<file path="src/rtl/instr_fetch.sv">
// instr_fetch: instruction fetch stage for the single-cycle MIPS datapath.
// Holds the PC, fetches over a req/ack handshake, latches the returned word
// into the instruction register and hands it to decode over valid/ready.
module instr_fetch #(
  parameter logic [31:0] RESET_PC = 32'h0000_0000
) (
  input  logic        clk,
  input  logic        rst_n,
  output logic        imem_req,
  output logic [31:0] imem_addr,
  input  logic        imem_ack,
  input  logic [31:0] imem_rdata,
  input  logic        ir_ready,
  input  logic        branch_taken,
  output logic        instr_valid,
  output logic [31:0] instr,
  output logic [5:0]  op,
  output logic [5:0]  func,
  output logic [4:0]  rs,
  output logic [4:0]  rt,
  output logic [4:0]  rd,
  output logic [15:0] imm,
  output logic [31:0] pc_out,
  output logic [31:0] pc_plus4,
  output logic [31:0] instr_count
);

  typedef enum logic {
    REQ  = 1'b0,
    HOLD = 1'b1
  } state_t;

  localparam logic [5:0] OP_J = 6'b000010;

  state_t      state_q, state_d;
  logic        imem_req_q, imem_req_d;
  logic        instr_valid_q, instr_valid_d;
  logic [31:0] pc_q, pc_d;
  logic [31:0] instr_q, instr_d;
  logic [31:0] pc_out_q, pc_out_d;
  logic [31:0] count_q, count_d;
  logic [31:0] seq_pc;
  logic [31:0] branch_off;
  logic [31:0] next_pc;

  assign seq_pc = pc_out_q + 32'd4;

  // Next-PC selection for the instruction being consumed: jump beats branch beats sequential.
  always_comb begin
    branch_off = {{14{instr_q[15]}}, instr_q[15:0], 2'b00};
    next_pc    = seq_pc;
    if (instr_q[31:26] == OP_J) begin
      next_pc = {seq_pc[31:28], instr_q[25:0], 2'b00};
    end else if (branch_taken) begin
      next_pc = seq_pc + branch_off;
    end
  end

  // Fetch FSM: REQ waits for a memory ack (only honoured while the request is
  // actually driven), HOLD presents the word until downstream consumes it.
  always_comb begin
    state_d   = state_q;
    pc_d      = pc_q;
    instr_d   = instr_q;
    pc_out_d  = pc_out_q;
    count_d   = count_q;
    case (state_q)
      REQ: begin
        if (imem_req_q && imem_ack) begin
          instr_d  = imem_rdata;
          pc_out_d = pc_q;
          state_d  = HOLD;
        end
      end
      HOLD: begin
        if (ir_ready) begin
          pc_d    = next_pc;
          count_d = count_q + 32'd1;
          state_d = REQ;
        end
      end
      default: state_d = REQ;
    endcase
    imem_req_d    = (state_d == REQ);
    instr_valid_d = (state_d == HOLD);
  end

  // State and datapath registers; request stays low during reset and rises on the first edge after.
  always_ff @(posedge clk or negedge rst_n) begin
    if (!rst_n) begin
      state_q       <= REQ;
      imem_req_q    <= 1'b0;
      instr_valid_q <= 1'b0;
      pc_q          <= RESET_PC;
      instr_q       <= 32'd0;
      pc_out_q      <= RESET_PC;
      count_q       <= 32'd0;
    end else begin
      state_q       <= state_d;
      imem_req_q    <= imem_req_d;
      instr_valid_q <= instr_valid_d;
      pc_q          <= pc_d;
      instr_q       <= instr_d;
      pc_out_q      <= pc_out_d;
      count_q       <= count_d;
    end
  end

  assign imem_req    = imem_req_q;
  assign imem_addr   = pc_q;
  assign instr_valid = instr_valid_q;
  assign instr       = instr_q;
  assign op          = instr_q[31:26];
  assign rs          = instr_q[25:21];
  assign rt          = instr_q[20:16];
  assign rd          = instr_q[15:11];
  assign imm         = instr_q[15:0];
  assign func        = instr_q[5:0];
  assign pc_out      = pc_out_q;
  assign pc_plus4    = seq_pc;
  assign instr_count = count_q;

endmodule

</file>
<file path="config.mk">
export PLATFORM = sky130hd
export DESIGN_NAME = instr_fetch
export DESIGN_NICKNAME = d
export VERILOG_FILES = /design/src/rtl/instr_fetch.sv
export SDC_FILE = /design/constraint.sdc
export NUM_CORES = 1
export LEC_CHECK = 0
export ABC_CLOCK_PERIOD_IN_PS = 4920
export BUFFER_PORTS_ARGS = -buffer_cell sky130_fd_sc_hd__buf_4
export CORE_MARGIN = 2
export CORE_UTILIZATION = 53
export DETAILED_ROUTE_END_ITERATION = 10
export PLACE_DENSITY = 0.92
export SLEW_MARGIN = 25
export SYNTH_ARGS = -nofsm -noshare
export SYNTH_HDL_FRONTEND = slang
export SYNTH_SLANG_ARGS = --single-unit
</file>
<file path="constraint.sdc">
create_clock -name clk -period 4.92 [get_ports clk]
set_input_delay 0.492 -clock clk [delete_from_list [all_inputs] [get_ports clk]]
set_output_delay 0.492 -clock clk [all_outputs]
set_load 0.02 [all_outputs]
</file>
==> results.json <==
{
  "p_leak_nw": 5.011,
  "setup_tns_ps": 0,
  "drive_above_1_share_pct": 35.76,
  "yosys.area.top_type_share_pct": 39.77,
  "status": "complete, no violations",
  "port-buffer-count": 241,
  "crit_buf_inv": 0,
  "max_freq_ghz": 0.2258,
  "die_area_mm2": 0.01644,
  "total_power_mw": 8.802,
  "synthToLayoutAreaGrowth_pct": 27.61,
  "yosys-top-cells-area": "dfrtp_1 (40%), mux2_2 (9.4%), ha_1 (5.7%), xnor2_1 (5.5%), buf_4 (4.1%)",
  "hold_buffers": 0,
  "reg2reg_to": "imem_addr[31]$_DFFE_PN0P_",
  "globalplace.congestion": 0.9366,
  "critPathRequiredTime_ps": 5240,
  "reg2reg_from": "pc_out[7]$_DFFE_PN0P_",
  "clock_latency_ps": 430,
  "start_kind": "flop",
  "postRouteWirelength_um": 24990,
  "post_cts_resized": 0,
  "numCtsBuffers": 17,
  "cp-end-kind": "flop",
  "synth_async_sr_flop_share_pct": 100.0,
  "drc": 0,
  "period_needed_ps": 4429,
  "grt_pass1_wl_um": 39140,
  "die-height_um": 128.2,
  "start_util_pct": 54.00,
  "grt_pass1_vias": 7116,
  "ys_seq_area_share_pct": 39.77,
  "vias": 7278,
  "ant_nets": 0,
  "ir_drop_v": 0.0005947,
  "clkSinkCount": 130,
  "dr.first_iter.drc_count": 526,
  "antenna_found_initial": 0,
  "worst_pin_slew_ps": 1024,
  "cp_max_fo": 6,
  "worstPathCellList": "nand3_2 > or3_1 > nor3_4 > and3_2 > nand3_1 > xnor2_1 > ha_1 > o21ai_0 > o21ai_0 > a31o_2 > a21oi_1 > mux2i_1 > o21ai_0 > o21a_1 > o31ai_1",
  "io-pin-count": 242,
  "swShare_pct": 47.16,
  "tritoncts": "built",
  "yosysMostFrequentCell": "dfrtp_1",
  "hpwl_um": 17850,
  "period_share_pct": 90.03,
  "critical_path_class": "reg -> reg",
  "skew_ps": 10.55,
  "drv_cap": 0,
  "rsz0062_at_grt": "no",
  "fillers": 1153,
  "clkPwrFrac_pct": 16.4,
  "worstPathArrival_ps": 4750,
  "crit_family": "compound AO/OA/AOI/OAI gates",
  "cp_common_cell": "o21ai_0",
  "row_count": 45,
  "p_switching_mw": 4.151,
  "cts_max_level": 4,
  "grt.total_usage_pct": 30.72,
  "synth.avg_cell_area_um2": 9.842,
  "synth_cells": 831,
  "syn_nets": 906,
  "cts_setup_buffers": 0,
  "insertedDiodeCount": 0,
  "yosysWarningCount": 0,
  "finalSetupViolCount": 0,
  "clkTransAtPathRegs_ps": 60,
  "viasPerCell": 5.966,
  "synth_edf_count": 0,
  "netlist_top_cells_count": "dfrtp_1 (130), nand2_1 (84), mux2_2 (68), nor2_1 (52), xnor2_1 (51)",
  "rrSetupSlack_ps": 490,
  "p_seq_share_pct": 23.3,
  "pwr-share-comb_pct": 60.4,
  "cpMaxStageDelayCell": "or3_1",
  "max_stage_delay_ps": 520,
  "grt_max_degree": 90,
  "drv_slew": 0,
  "die_x_um": 128.2,
  "hold_path.class": "in -> async",
  "core_area_mm2": 0.01515,
  "grt_overflow": 0,
  "synthesis.area_mm2": 0.008179,
  "ys_types": 63,
  "cts.path.max_buffers": 2,
  "wl_per_cell_um": 20.48,
  "ff2ff_path_depth": 15,
  "first_pass_iters": 5,
  "p_int_mw": 4.651,
  "finalHoldViolCount": 0,
  "cts_root_buf": "clkbuf_16",
  "holdWs_ps": 115.3,
  "nets": 1094,
  "max_slew_margin_pct": 31.71,
  "ys_ff_latch": 130,
  "p_per_area_mw_per_mm2": 843.3,
  "synth_top_flop_cell": "dfrtp_1",
  "synth_area_leader_cell": "dfrtp_1"
}
[cell usage in the layout (no fill, tap or decap), types with 6 or more instances in the layout]
cell type	instances
nor3_1	11
a211oi_1	7
xor2_1	25
ha_1	37
nand4_1	22
clkbuf_16	17
o211ai_1	12
bufinv_16	6
inv_1	13
nor2_1	52
buf_4	247
xnor2_1	51
mux2_2	68
o21ai_0	47
a21oi_1	32
or3_1	10
dfrtp_1	130
nand2_1	83
and3_1	12
nand3_1	34
a31oi_1	7
a21o_1	16
[area by class of cell]
cell class | instances | area [um^2] | area share [%]
multi-input combinational | 609 | 4369 | 41.86
clock buffer | 19 | 432.9 | 4.148
inverter | 13 | 48.80 | 0.4675
timing repair buffer | 248 | 1866 | 17.87
tap | 188 | 235.2 | 2.254
sequential | 130 | 3253 | 31.17
clock inverter | 13 | 232.7 | 2.230
[power by group through the flow]
stage | combinational, mW | clock (mW) | sequential [mW]
after floorplan | 3.21 | 0 | 2.33
after global placement | 5.12 | 0 | 2.02
after detailed placement | 5.21 | 0 | 2.04
after CTS | 5.28 | 1.46 | 2.03
after global routing | 5.73 | 1.51 | 2.09
final | 5.31 | 1.44 | 2.05
[how the worst max path moves through the flow]
stage	startpoint	endpoint	cells past startpoint
final	pc_out[7]$_DFFE_PN0P_	imem_addr[31]$_DFFE_PN0P_	15
after floorplan	pc_out[7]$_DFFE_PN0P_	imem_addr[28]$_DFFE_PN0P_	15
after CTS	pc_out[7]$_DFFE_PN0P_	imem_addr[31]$_DFFE_PN0P_	15
after detailed placement	pc_out[7]$_DFFE_PN0P_	imem_addr[31]$_DFFE_PN0P_	15
after global routing	pc_out[7]$_DFFE_PN0P_	imem_addr[31]$_DFFE_PN0P_	15
after global placement	pc_out[7]$_DFFE_PN0P_	imem_addr[27]$_DFFE_PN0P_	14
[flip-flops by register name, indices dropped and copies added (netlist names)]
signal / flops
instr: 32
pc_out: 32
imem_addr: 32
instr_count: 32
instr_valid: 1
imem_req: 1
[cells by family (layout without fill, tap and decap cells)]
logic type / count (synthesis) / after routing / synth area share [%]
xor+xnor: 79 / 79 / 8.735
mux: 72 / 72 / 9.852
simple gates: 258 / 258 / 15.76
flops: 130 / 130 / 39.77
fa+ha+maj: 38 / 38 / 5.905
compound gates: 162 / 162 / 12.99
buf+inv: 92 / 293 / 6.991
[stage by stage]
step / instance area (um^2) / setup slack, ps / util [%] / cells
after floorplan: 8179 / 803.2 / - / 831
after global placement: 9772 / 886.0 / 64.52 / 1188
after detailed placement: 9772 / 711.6 / 64.52 / 1188
after CTS: 10440 / 652.8 / 68.91 / 1220
after global routing: 10440 / 373.4 / 68.91 / 1220
final: 10440 / 490.7 / 68.91 / 1220
[per-layer routing]
metal  track usage (%)  up-vias  part of all wire (%)
met3             8.222       65                   8.4
met1             36.86     3500                    39
met4             12.80        0                   2.9
met5                 0        -                     0
met2             52.22      398                    50
li1                  -     3315                     -
Note: power is estimated with default switching activity, not from simulation.
